[src/rtl/sprite_overlay_pkg.sv]
// sprite_overlay_pkg
// shared types, colour table and reset placement for the sprite overlay engine
package sprite_overlay_pkg;

  localparam int COORD_X_W = 10;
  localparam int COORD_Y_W = 9;
  localparam int RESET_Y   = 50;

  typedef enum logic {
    ST_IDLE,
    ST_UPDATE
  } state_t;

  function automatic logic [11:0] sprite_color(input int i);
    logic [3:0] k;
    k = 4'(i);
    case (k)
      4'd0:    return 12'hF00;
      4'd1:    return 12'h0F0;
      4'd2:    return 12'h00F;
      4'd3:    return 12'hFF0;
      4'd4:    return 12'h0FF;
      4'd5:    return 12'hF0F;
      4'd6:    return 12'hF80;
      4'd7:    return 12'h8F0;
      4'd8:    return 12'h08F;
      4'd9:    return 12'hF08;
      4'd10:   return 12'h80F;
      4'd11:   return 12'h0F8;
      4'd12:   return 12'h888;
      4'd13:   return 12'h444;
      4'd14:   return 12'hCCC;
      default: return 12'hFFF;
    endcase
  endfunction

  function automatic logic [COORD_X_W-1:0] reset_pos_x(
    input int i,
    input int span
  );
    return COORD_X_W'((50 + 100 * i) % span);
  endfunction

endpackage

[src/rtl/sprite_hit_test.sv]
// sprite_hit_test
// combinational check whether one square sprite covers the current pixel
module sprite_hit_test
  import sprite_overlay_pkg::*;
#(
  parameter int SPRITE_SIZE = 50
) (
  input  logic [COORD_X_W-1:0] pos_x,
  input  logic [COORD_Y_W-1:0] pos_y,
  input  logic [COORD_X_W-1:0] x,
  input  logic [COORD_Y_W-1:0] y,
  output logic                 hit
);

  localparam logic [COORD_X_W:0] SZ_X = (COORD_X_W+1)'(SPRITE_SIZE);
  localparam logic [COORD_Y_W:0] SZ_Y = (COORD_Y_W+1)'(SPRITE_SIZE);

  logic [COORD_X_W:0] x_end;
  logic [COORD_Y_W:0] y_end;

  assign x_end = {1'b0, pos_x} + SZ_X;
  assign y_end = {1'b0, pos_y} + SZ_Y;

  assign hit = (x >= pos_x) && ({1'b0, x} < x_end) &&
               (y >= pos_y) && ({1'b0, y} < y_end);

endmodule

[src/rtl/sprite_overlay_engine.sv]
// sprite_overlay_engine
// per-frame sprite motion (manual or bouncing) and priority compositing
module sprite_overlay_engine
  import sprite_overlay_pkg::*;
#(
  parameter int NUM_SPRITES = 4,
  parameter int SPRITE_SIZE = 50,
  parameter int SCREEN_W    = 640,
  parameter int SCREEN_H    = 480,
  parameter int STEP        = 1,
  parameter int COLOR_W     = 12,
  localparam int SEL_W = (NUM_SPRITES > 1) ? $clog2(NUM_SPRITES) : 1
) (
  input  logic                 clk,
  input  logic                 reset,
  input  logic                 screenEnd,
  input  logic                 active,
  input  logic [COORD_X_W-1:0] x,
  input  logic [COORD_Y_W-1:0] y,
  input  logic [COLOR_W-1:0]   bg_color,
  input  logic                 BTNU,
  input  logic                 BTND,
  input  logic                 BTNL,
  input  logic                 BTNR,
  input  logic                 BTNC,
  input  logic                 auto_mode,
  output logic [COLOR_W-1:0]   pix_color,
  output logic [SEL_W-1:0]     sel_idx,
  output logic                 busy
);

  localparam int X_SPAN = SCREEN_W - SPRITE_SIZE;
  localparam logic [COORD_X_W:0] X_MAX  = (COORD_X_W+1)'(X_SPAN);
  localparam logic [COORD_Y_W:0] Y_MAX  = (COORD_Y_W+1)'(SCREEN_H - SPRITE_SIZE);
  localparam logic [COORD_X_W:0] STEP_X = (COORD_X_W+1)'(STEP);
  localparam logic [COORD_Y_W:0] STEP_Y = (COORD_Y_W+1)'(STEP);
  localparam logic [SEL_W-1:0]   LAST   = SEL_W'(NUM_SPRITES - 1);

  logic [5:0] raw, s1, s2;
  logic       btnc_q, se_q, frame_tick, btnc_edge, sel_pend;
  // cmd = {mode, up, down, left, right}
  logic [4:0] cmd;
  logic [SEL_W-1:0] idx;
  state_t state, state_n;

  logic [COORD_X_W-1:0] pos_x [NUM_SPRITES];
  logic [COORD_Y_W-1:0] pos_y [NUM_SPRITES];
  logic [NUM_SPRITES-1:0] dx_neg, dy_neg, hit;

  logic [COORD_X_W:0] cx, nx;
  logic [COORD_Y_W:0] cy, ny;
  logic               ndx, ndy;
  logic [COLOR_W-1:0] win_color;

  assign raw = {auto_mode, BTNC, BTNU, BTND, BTNL, BTNR};
  assign btnc_edge = s2[4] & ~btnc_q;
  assign busy = (state == ST_UPDATE);

  // synchronisers and edge history for select and frame end
  always_ff @(posedge clk or posedge reset) begin
    if (reset) begin
      s1 <= '0;
      s2 <= '0;
      btnc_q <= 1'b0;
      se_q <= 1'b0;
      frame_tick <= 1'b0;
    end else begin
      s1 <= raw;
      s2 <= s1;
      btnc_q <= s2[4];
      se_q <= screenEnd;
      frame_tick <= screenEnd & ~se_q;
    end
  end

  // update fsm state register
  always_ff @(posedge clk or posedge reset) begin
    if (reset) state <= ST_IDLE;
    else state <= state_n;
  end

  // walk all sprites once per frame tick
  always_comb begin
    state_n = state;
    unique case (state)
      ST_IDLE:   if (frame_tick) state_n = ST_UPDATE;
      ST_UPDATE: if (idx == LAST) state_n = ST_IDLE;
    endcase
  end

  // next position and direction of the sprite being walked
  always_comb begin
    cx  = {1'b0, pos_x[idx]};
    cy  = {1'b0, pos_y[idx]};
    nx  = cx;
    ny  = cy;
    ndx = dx_neg[idx];
    ndy = dy_neg[idx];
    if (cmd[4]) begin
      if (dx_neg[idx]) begin
        if (cx <= STEP_X) begin
          nx = '0;
          ndx = 1'b0;
        end else nx = cx - STEP_X;
      end else if (cx + STEP_X >= X_MAX) begin
        nx = X_MAX;
        ndx = 1'b1;
      end else nx = cx + STEP_X;
      if (dy_neg[idx]) begin
        if (cy <= STEP_Y) begin
          ny = '0;
          ndy = 1'b0;
        end else ny = cy - STEP_Y;
      end else if (cy + STEP_Y >= Y_MAX) begin
        ny = Y_MAX;
        ndy = 1'b1;
      end else ny = cy + STEP_Y;
    end else if (idx == sel_idx) begin
      if (cmd[0] & ~cmd[1])
        nx = (cx + STEP_X > X_MAX) ? X_MAX : cx + STEP_X;
      else if (cmd[1] & ~cmd[0])
        nx = (cx < STEP_X) ? '0 : cx - STEP_X;
      if (cmd[3] & ~cmd[2])
        ny = (cy < STEP_Y) ? '0 : cy - STEP_Y;
      else if (cmd[2] & ~cmd[3])
        ny = (cy + STEP_Y > Y_MAX) ? Y_MAX : cy + STEP_Y;
    end
  end

  // latch controls at frame start, write one sprite per update cycle
  always_ff @(posedge clk or posedge reset) begin
    if (reset) begin
      idx <= '0;
      cmd <= '0;
      dx_neg <= '0;
      dy_neg <= '0;
      for (int i = 0; i < NUM_SPRITES; i++) begin
        pos_x[i] <= reset_pos_x(i, X_SPAN);
        pos_y[i] <= COORD_Y_W'(RESET_Y);
      end
    end else if (state == ST_IDLE) begin
      if (frame_tick) begin
        idx <= '0;
        cmd <= {s2[5], s2[3:0]};
      end
    end else begin
      pos_x[idx] <= nx[COORD_X_W-1:0];
      pos_y[idx] <= ny[COORD_Y_W-1:0];
      dx_neg[idx] <= ndx;
      dy_neg[idx] <= ndy;
      idx <= idx + 1'b1;
    end
  end

  // select cycling, deferred while the sprites are being walked
  always_ff @(posedge clk or posedge reset) begin
    if (reset) begin
      sel_idx <= '0;
      sel_pend <= 1'b0;
    end else if (state == ST_UPDATE) begin
      if (btnc_edge) sel_pend <= 1'b1;
    end else begin
      if (sel_pend | btnc_edge)
        sel_idx <= (sel_idx == LAST) ? '0 : sel_idx + 1'b1;
      sel_pend <= 1'b0;
    end
  end

  for (genvar g = 0; g < NUM_SPRITES; g++) begin : g_hit
    sprite_hit_test #(
      .SPRITE_SIZE(SPRITE_SIZE)
    ) u_hit (
      .pos_x(pos_x[g]),
      .pos_y(pos_y[g]),
      .x    (x),
      .y    (y),
      .hit  (hit[g])
    );
  end

  // lowest covering index wins over the background
  always_comb begin
    win_color = bg_color;
    for (int i = NUM_SPRITES - 1; i >= 0; i--)
      if (hit[i]) win_color = COLOR_W'(sprite_color(i));
  end

  // registered pixel output, blanked outside the visible region
  always_ff @(posedge clk or posedge reset) begin
    if (reset) pix_color <= '0;
    else pix_color <= active ? win_color : '0;
  end

endmodule

[config.mk]
export PLATFORM = sky130hd
export DESIGN_NAME = sprite_overlay_engine
export DESIGN_NICKNAME = d
export VERILOG_FILES = /design/src/rtl/sprite_overlay_pkg.sv /design/src/rtl/sprite_hit_test.sv /design/src/rtl/sprite_overlay_engine.sv
export SDC_FILE = /design/constraint.sdc
export NUM_CORES = 1
export LEC_CHECK = 0
export BUFFER_PORTS_ARGS = -buffer_cell sky130_fd_sc_hd__buf_2
export CORE_MARGIN = 10
export CORE_UTILIZATION = 30
export CTS_CLUSTER_DIAMETER = 200
export DETAILED_ROUTE_END_ITERATION = 12
export SLEW_MARGIN = 20
export SYNTH_ARGS = -nofsm -noshare
export SYNTH_HDL_FRONTEND = slang
export SYNTH_SLANG_ARGS = --single-unit
[constraint.sdc]
create_clock -name clk -period 9.6 [get_ports clk]
set_input_delay 0.96 -clock clk [delete_from_list [all_inputs] [get_ports clk]]
set_output_delay 0.96 -clock clk [all_outputs]
set_load 0.1 [all_outputs]
==> results of run 1 <==
==> area by class of cell <==
cell class | count | area, µm² | area share [%]
tap | 518 | 648 | 4.96
clock inverter | 14 | 111 | 0.852
multi-input combinational | 1050 | 8010 | 61.3
timing repair buffer | 65 | 350 | 2.68
sequential | 122 | 3090 | 23.7
clock buffer | 18 | 439 | 3.36
inverter | 112 | 423 | 3.24
==> cells in the mapped netlist, types with 4 or more instances <==
master	instances
a2111oi_0	7
a211oi_1	18
a21o_1	32
a21oi_1	103
a221oi_1	4
a22oi_1	8
a31oi_1	15
a32o_1	4
a32oi_1	5
a41oi_1	4
and2_1	9
and3_1	10
buf_1	5
buf_2	5
buf_6	5
clkbuf_1	43
dfrtp_1	91
dfstp_2	31
ha_1	164
inv_1	111
mux2_2	42
mux4_2	21
nand2_1	114
nand2b_1	18
nand3_1	21
nand3b_1	6
nand4_1	16
nor2_1	88
nor2b_1	10
nor3_1	41
nor4_1	6
nor4b_1	6
o211a_1	4
o211ai_1	10
o21a_1	15
o21ai_0	63
o21ai_1	24
o21bai_1	7
o31ai_1	10
or3_1	9
xnor2_1	70
xor2_1	4
==> stage by stage <==
stage | utilization (%) | setup slack [ns] | hold slack, ns
6_report | 33.7 | 5.39 | 0.351
5_1_grt | 33.7 | 5.06 | 0.357
3_3_place_gp | 32.3 | 5.60 | 0.337
3_5_place_dp | 32.3 | 5.47 | 0.337
4_1_cts | 33.7 | 5.47 | 0.351
2_1_floorplan | - | 5.45 | 0.331
==> worst paths after layout <==
kind / start / end / slack, ns
max: idx[0]$_DFFE_PP0P_ / pos_x[8]$_DFFE_PP1P_ / 5.39
min: s1[4]$_DFF_PP0_ / s2[4]$_DFF_PP0_ / 0.35
max reg2reg: idx[0]$_DFFE_PP0P_ / pos_x[8]$_DFFE_PP1P_ / 5.39
min reg2reg: s1[4]$_DFF_PP0_ / s2[4]$_DFF_PP0_ / 0.35
max in group asynchronous: reset / pos_y[33]$_DFFE_PP0P_ / 7.61
min in group asynchronous: reset / pos_x[10]$_DFFE_PP0P_ / 0.62
==> cell families after synthesis <==
family,Yosys count
AOI/OAI and AO/OA,373
xor gates and xnor gates,74
adders and majority gates,164
buffers and inverters,173
DFF,122
muxes,64
and+or+nand+nor,375
==> sequential cells by signal, summed over array words and instances (netlist names), 2 cells and up <==
| name | flops |
|---|---|
| pos_x | 40 |
| pos_y | 36 |
| pix_color | 12 |
| s1 | 6 |
| s2 | 6 |
| cmd | 5 |
| dx_neg | 4 |
| dy_neg | 4 |
| idx | 2 |
| sel_idx | 2 |
==> per-layer routing <==
metal	vias up	GRT usage [%]	share of wire, %
li1	4929	-	-
met1	4990	20.1	46
met2	319	23.0	46
met3	40	2.73	6.0
met4	0	3.75	1.9
met5	-	0	0
==> worst max-delay path: stages (launching register included) <==
cell      delay [ns]
dfrtp_1         0.38
buf_4           0.44
mux4_2          0.72
ha_1            0.35
and4_1          0.24
nor4b_2         0.32
a22o_1          0.25
o211ai_2        0.19
o21ai_1         0.38
nand3_1         0.15
a22oi_1         0.45
mux2_2          0.25
==> results.yml, run 1 <==
synthesis:
  synth_fa_ha_area_share_pct: 17.4
  synth-xor-area-share_pct: 5.50
  ys_ff_latch: 122
  synth_top_area_share_pct: 19.3
  synthMuxAreaShare_pct: 8.12
  synthArstFlopShare_pct: 100
  synth_top_family_by_area: "compound AO/OA/AOI/OAI gates"
  yosys_warnings: 0
  synth-edff-count: 0
  synth_area_um2: 11800
  syn_avg_cell_area_um2: 8.75
  synth_simple_gate_area_share_pct: 15.7
  syn_nets: 1550
  yosysTopAreaCell: "dfrtp_1"
  synth_compound_area_share_pct: 21.0
  synth_cell_types: 85
  ys_seq_area_share_pct: 26.3
  synth_area_leaders: "dfrtp_1, ha_1, dfstp_2"
  synthCells: 1345
  ys.flop_type: "dfrtp_1"
setup_path:
  cp.required_ns: 9.97
  critPathLaunchType: "flop"
  crit_path_end_kind: "flop"
  crit_fanout: 24
  critPathKind: "flop to flop"
  worstPathArrival_ns: 4.58
  r2r_cells: 11
placement:
  place.gp.congestion: 0.923
  port_buffers: 55
  dp_hpwl_um: 26300
  dp.cells: 1867
  place_area_um2: 12500
timing:
  maxSlewViolCount: 0
  fin_skew_ns: 0.0101
  rsz0062_at_grt: "false"
  hold_violations: 0
  fin_crit_ns: 4.21
  max_slew.worst_pin.slew_ns: 1.02
  fmax_mhz: 238
  min_period_over_period_pct: 43.8
  maxSlewHeadroom_pct: 30.2
  fin_tns_setup_ns: 0
  setup_viol: 0
final_layout:
  mostFrequentLayoutCell: "ha_1"
  stdcell_area_um2: 13100
  layout.nets: 1573
  antennaDiodeCount: 0
  area_growth_pct: 11.0
  layout_common_cells: "ha_1, nand2_1, inv_1"
  fill_cells: 4042
  instances_no_fill: 1899
  layout-drive-gt1-share_pct: 15.6
clocking:
  worstSkewPairLatency_ns: 0.43
  cts_tree: "done"
  numClockSinks: 122
  root_buffer: "clkbuf_16"
  cts-resized-gates: 0
  cts_setup_buffers: 0
  h-tree-depth: 4
  clock_path_buffers: 2
  clkTransAtPathRegs_ns: 0.06
  cts_made_buffers: 17
  cts_hold_buf: 0
min_path:
  hold_depth: 0
  hold_class: "flop to flop"
floorplanning:
  ioPinCount: 56
  fp.dieW_um: 218
  rows: 72
  initial_core_util_pct: 30.4
  dieArea_um2: 47600
  die_y_um: 218
  core_um2: 38700
routing:
  vias: 10300
  drt_iter0_drc: 898
  first_pass_iters: 7
  vias_per_cell: 5.41
  final_antenna_net_count: 0
  remaining_drc_errors: 0
  avgRoutedWirePerCell_um: 18.3
  wirelength_um: 34800
global_route:
  grt.overflow.total: 0
  antenna_found_initial: 0
  grt.total_usage_pct: 14.6
  grt_max_degree: 75
  grt_pass1_wl_um: 56300
  first_global_vias: 10000
outcome:
  outcome: "complete, no violations"
run:
  cap_viol_max_count: 0
Power of run 1 is left out: the tool's default activity adds up to more than one toggle a clock period on the data nets, which glitch-free logic cannot reach.
==> run 2, diff against run 1 <==
clock period = 3.4 ns   (was 9.6 ns; I/O delays follow)
==> run 2 against run 1 <==
The run now ends with setup timing left. Clock skew is 0.0051 ns higher. Sequential share of layout area is 3.0 points lower. Cell count up 7.6%. Non-clock buffer count up 145. Largest cell class unchanged.
==> results.yml, run 2 (synthesis gave the netlist of run 1 again) <==
timing:
  fin_crit_ns: 3.41
  min_period_over_period_pct: 100
  worst_slack_ns: -0.00812
  fin_skew_ns: 0.0152
  maxSlewViolCount: 0
  fmax_mhz: 293
  rsz0062_at_grt: "true"
  setup_viol: 2
  max_slew.worst_pin.slew_ns: 0.975
  hold_violations: 0
  maxSlewHeadroom_pct: 35.0
floorplanning:
  rows: 72
  dieArea_um2: 47600
  die_y_um: 218
  fp.dieW_um: 218
  core_um2: 38700
  initial_core_util_pct: 30.4
  ioPinCount: 56
setup_path:
  cp.required_ns: 3.75
  cp-endpoint: "pos_y[4]$_DFFE_PP1P_"
  reg2reg_slack_ns: -0.008
  crit_path_start: "idx[0]$_DFFE_PP0P_"
  r2r_cells: 12
  worstPathArrival_ns: 3.75
  critPathKind: "flop to flop"
  crit_path_top_delay_cell: "mux4_2"
  cpPeakStageDelay_ns: 0.60
  r2r_start: "idx[0]$_DFFE_PP0P_"
  path_common_cell: "buf_6"
  crit_path_end_kind: "flop"
  crit_chain: "buf_12 -> mux4_2 -> buf_6 -> or4_4 -> buf_6 -> a2111oi_4 -> nor2b_2 -> a211oi_2 -> a22oi_2 -> a21oi_2 -> a211oi_4 -> mux2_4"
  crit_fanout: 8
  critPathLaunchType: "flop"
  r2r-end: "pos_y[4]$_DFFE_PP1P_"
final_layout:
  utilization_pct: 38.7
  mostFrequentLayoutCell: "ha_1"
  layout.nets: 1718
  antennaDiodeCount: 0
  reg_top3: "pos_x (40), pos_y (36), pix_color (12)"
  layout-drive-gt1-share_pct: 30.4
  area_growth_pct: 27.3
  stdcell_area_um2: 15000
  largest_reg_flops: 40
  max_flop_register: "pos_x"
  layout_common_cells: "ha_1, buf_4, nand2_1"
clocking:
  root_buffer: "clkbuf_16"
  h-tree-depth: 4
  numClockSinks: 122
  clock_path_buffers: 2
  worstSkewPairLatency_ns: 0.43
  cts_tree: "done"
  clkTransAtPathRegs_ns: 0.06
  cts_made_buffers: 17
global_route:
  grt_pass1_wl_um: 57700
  first_global_vias: 10500
  grt_max_degree: 40
  grt.total_usage_pct: 15.1
  antenna_found_initial: 0
  grt.overflow.total: 0
routing:
  avgRoutedWirePerCell_um: 18.3
  final_antenna_net_count: 0
  remaining_drc_errors: 0
  vias: 11000
  vias_per_cell: 5.39
  first_pass_iters: 5
  drt_iter0_drc: 955
  wirelength_um: 37400
placement:
  place.gp.congestion: 0.975
  dp_hpwl_um: 27800
  post-place-ws_ns: -0.167
  place_area_um2: 13400
  port_buffers: 55
run:
  cap_viol_max_count: 0
outcome:
  outcome: "finished, violations left"
  violations: "setup timing"
min_path:
  min-delay-start: "BTNC"
  hold_class: "input port to flop"
[run 2: routing by layer]
layer	wire, µm	GRT usage, %	part of all wire [%]	vias up
met3	2350	3.04	6.3	88
li1	-	-	-	5246
met4	1120	5.16	3.0	0
met5	0	0	0	-
met1	16600	20.0	45	5294
met2	17300	23.9	46	390
[run 2: what timing repair did]
item | 4_1_cts | 5_1_grt
endpoints found under the hold margin | 9 | 0
setup endpoints to repair | 56 | 90
buffers inserted | 12 | 25
resized for setup | 24 | 132
pin swaps | 7 | 52
hold buffers | 2 | 0
gates cloned | 2 | 0
[run 2: worst min path at each step]
| stage | endpoint | depth (start not counted) | slack [ns] |
|---|---|---|---|
| 3_3_place_gp | s2[0]$_DFF_PP0_ | 0 | 0.34 |
| 2_1_floorplan | s2[0]$_DFF_PP0_ | 0 | 0.33 |
| 6_report | s1[4]$_DFF_PP0_ | 1 | 0.01 |
| 3_5_place_dp | s2[4]$_DFF_PP0_ | 0 | 0.34 |
| 4_1_cts | s1[4]$_DFF_PP0_ | 1 | 0.007 |
| 5_1_grt | s1[4]$_DFF_PP0_ | 1 | 0.009 |
[run 2: cell type report]
type                            count  area (µm²)
Clock inverter                     14         159
Inverter                          112         429
Clock buffer                       18         429
Multi-Input combinational cell   1050        8690
Sequential cell                   122        3090
Timing Repair Buffer              210        1540
Fill cell                        3843       23800
Tap cell                          518         648
[run 2: stage by stage]
stage | hold WS (ns) | instances | TNS, ns
6_report | 0.0138 | 2044 | -0.0128
5_1_grt | 0.00851 | 2044 | -3.00
4_1_cts | 0.00689 | 2023 | -0.0212
3_5_place_dp | 0.337 | 1975 | -2.18
3_3_place_gp | 0.336 | 1975 | -0.611
2_1_floorplan | 0.331 | 1345 | -0.0848
[run 2: worst max-delay path: cells and delay by family, from the launching register on]
family | cells | cell delay (ns)
flops | 1 | 0.41
simple gates | 2 | 0.57
mux | 2 | 0.87
compound gates | 5 | 0.99
buf+inv | 3 | 0.47
Power of run 2 is left out for the same reason.
==> run 3, diff against run 2 <==
ABC_AREA = 1   (was not set)
==> run 3 against run 2 <==
The run now ends clean. Count of clock-buffer cells in the layout increased by 4. Worst setup slack improved by 0.33 ns. Die area increased by 0.54%. First-iteration DRC count decreased by 8.1%. Cell count increased by 12%. Synthesized area increased by 0.60%. Global-route usage increased by 0.13 points.
==> results.yml, run 3 <==
synthesis:
  synth_compound_area_share_pct: 12.3
  synth_cell_types: 49
  synthMuxAreaShare_pct: 0.285
  syn_avg_cell_area_um2: 7.01
  ys_seq_area_share_pct: 26.1
  synthArstFlopShare_pct: 100
  syn_nets: 1894
  synth_simple_gate_area_share_pct: 32.1
  synth.most_common_cell: "nand2_1"
  synthCells: 1689
  synth-xor-area-share_pct: 4.86
  yosys_warnings: 0
  synth_fa_ha_area_share_pct: 17.3
  synth_top_family_by_area: "simple AND/OR/NAND/NOR gates"
  ys_ff_latch: 122
  synth_commonest_cells: "nand2_1, ha_1, inv_1, a21oi_1, nand3_1"
  yosysTopAreaCell: "dfrtp_1"
  ys.flop_type: "dfrtp_1"
  synth-edff-count: 0
  synth_top_area_share_pct: 19.2
  synth_area_leaders: "dfrtp_1, ha_1, nand2_1"
  synth_area_um2: 11800
global_route:
  antenna_found_initial: 0
  grt_max_degree: 52
  first_global_vias: 11000
  grt.overflow.total: 0
  grt_pass1_wl_um: 58500
  grt.total_usage_pct: 15.2
setup_path:
  cp.required_ns: 3.71
  r2r-end: "pix_color[0]$_DFF_PP0_"
  critPathLaunchType: "flop"
  critPathKind: "flop to flop"
  reg2reg_slack_ns: 0.33
  r2r_cells: 15
  worstPathArrival_ns: 3.39
  r2r_start: "pos_x[2]$_DFFE_PP1P_"
  crit_path_end_kind: "flop"
  crit_fanout: 9
timing:
  rsz0062_at_grt: "false"
  maxSlewViolCount: 0
  fin_crit_ns: 3.07
  fin_tns_setup_ns: 0
  min_period_over_period_pct: 90.4
  fmax_mhz: 325
  max_slew.worst_pin.slew_ns: 1.04
  maxSlewHeadroom_pct: 30.3
  setup_viol: 0
  fin_skew_ns: 0.0144
  hold_violations: 0
final_layout:
  area_growth_pct: 13.7
  layout-drive-gt1-share_pct: 13.2
  mostFrequentLayoutCell: "nand2_1"
  largest_reg_flops: 40
  layout.nets: 1960
  antennaDiodeCount: 0
  layout_common_cells: "nand2_1, ha_1, inv_1"
  max_flop_register: "pos_x"
  reg_top3: "pos_x (40), pos_y (36), pix_color (12)"
routing:
  drt_iter0_drc: 878
  wirelength_met1_um: 17300
  first_pass_iters: 5
  wirelength_um: 36900
  top_layer_used: "met4"
  met2_length_um: 16500
  final_antenna_net_count: 0
  routed-wl-met3_um: 2430
  avgRoutedWirePerCell_um: 16.1
  remaining_drc_errors: 0
  vias: 11400
  vias_per_cell: 4.98
floorplanning:
  die_y_um: 219
  ioPinCount: 56
  dieArea_um2: 47800
  fp.dieW_um: 219
  core_um2: 38800
  rows: 72
  initial_core_util_pct: 30.5
min_path:
  hold_class: "input port to flop"
  holdPathEnd: "s1[0]$_DFF_PP0_"
  min-delay-start: "BTNR"
  hold_depth: 1
clocking:
  h-tree-depth: 4
  cts_made_buffers: 17
  root_buffer: "clkbuf_16"
  numClockSinks: 122
  clock_path_buffers: 2
  cts_hold_buf: 0
  clkTransAtPathRegs_ns: 0.06
  cts_tree: "done"
  worstSkewPairLatency_ns: 0.43
run:
  cap_viol_max_count: 0
placement:
  dp_hpwl_um: 28000
  place.gp.congestion: 0.920
  port_buffers: 55
outcome:
  outcome: "complete, no violations"
## run 3: changes by cell type in the layout (fill, tap and decap cells not counted), moves of 21 or more
| cell | before | now |
|---|---|---|
| xor2_1 | 3 | 52 |
| nand2_2 | 1 | 42 |
| mux2_2 | 33 | 3 |
| nand3_1 | 19 | 135 |
| mux4_2 | 21 | 0 |
| nand2_1 | 113 | 540 |
| inv_1 | 105 | 148 |
| xnor2_1 | 69 | 10 |
| a21oi_1 | 83 | 135 |
| buf_4 | 140 | 25 |
| nor3_1 | 30 | 8 |
| a21o_1 | 32 | 3 |
## run 3: worst max path at each step
stage / startpoint / end / slack [ns]
after floorplan: idx[0]$_DFFE_PP0P_ / pos_x[37]$_DFFE_PP0P_ / 0.62
after global routing: idx[0]$_DFFE_PP0P_ / pos_y[0]$_DFFE_PP0P_ / 0.02
after CTS: idx[0]$_DFFE_PP0P_ / pos_y[0]$_DFFE_PP0P_ / 0.27
after detailed placement: idx[0]$_DFFE_PP0P_ / pos_y[0]$_DFFE_PP0P_ / 0.29
after global placement: idx[0]$_DFFE_PP0P_ / pos_y[8]$_DFFE_PP0P_ / 0.39
final: pos_x[2]$_DFFE_PP1P_ / pix_color[0]$_DFF_PP0_ / 0.33
## run 3: area by class of cell
| type | instances | area [µm²] |
|---|---|---|
| Fill cell | 4038 | 25400 |
| Clock inverter | 10 | 140 |
| Multi-Input combinational cell | 1372 | 7930 |
| Clock buffer | 22 | 484 |
| Timing Repair Buffer | 86 | 578 |
| Sequential cell | 122 | 3090 |
| Tap cell | 518 | 648 |
| Inverter | 156 | 592 |
## run 3: kinds of logic after synthesis
family                     count (synthesis)
AOI/OAI and AO/OA                        259
adders and majority gates                164
xor gates and xnor gates                  64
DFF                                      122
and+or+nand+nor                          882
buffers and inverters                    195
muxes                                      3
## run 3: what timing repair did
item,in CTS,in global routing
setup endpoints to repair,0,31
gates resized for setup,0,1
setup buffers,0,4
## run 3: routing by layer
layer,track usage [%],up-vias
li1,-,5711
met1,20.9,5302
met2,24.3,328
met3,2.69,38
met4,3.42,0
met5,0,-
## run 3: stage by stage
step | setup WS, ns | instance area (µm²) | cells | utilization (%) | hold slack [ns]
after floorplan | 0.620 | 11800 | 1689 | - | 0.331
after global placement | 0.388 | 12800 | 2248 | 32.9 | 0.335
after detailed placement | 0.289 | 12800 | 2248 | 32.9 | 0.335
after CTS | 0.275 | 13400 | 2280 | 34.5 | 0.0162
after global routing | 0.0193 | 13500 | 2286 | 34.7 | 0.0187
final | 0.325 | 13500 | 2286 | 34.7 | 0.0328
## run 3: worst max-delay path: stages (launching register included)
cell and delay (ns):
dfstp_2 0.62, ha_1 0.21, nand2_1 0.09, a21oi_1 0.15, a21oi_1 0.07, ha_1 0.28, nand2_1 0.08, o21ai_0 0.12
o211ai_1 0.22, nand2_1 0.08, a21oi_1 0.14, nor2_1 0.06, nor2_1 0.43, inv_1 0.17, a21oi_1 0.17, nor2_1 0.06
Power of run 3 is left out for the same reason.
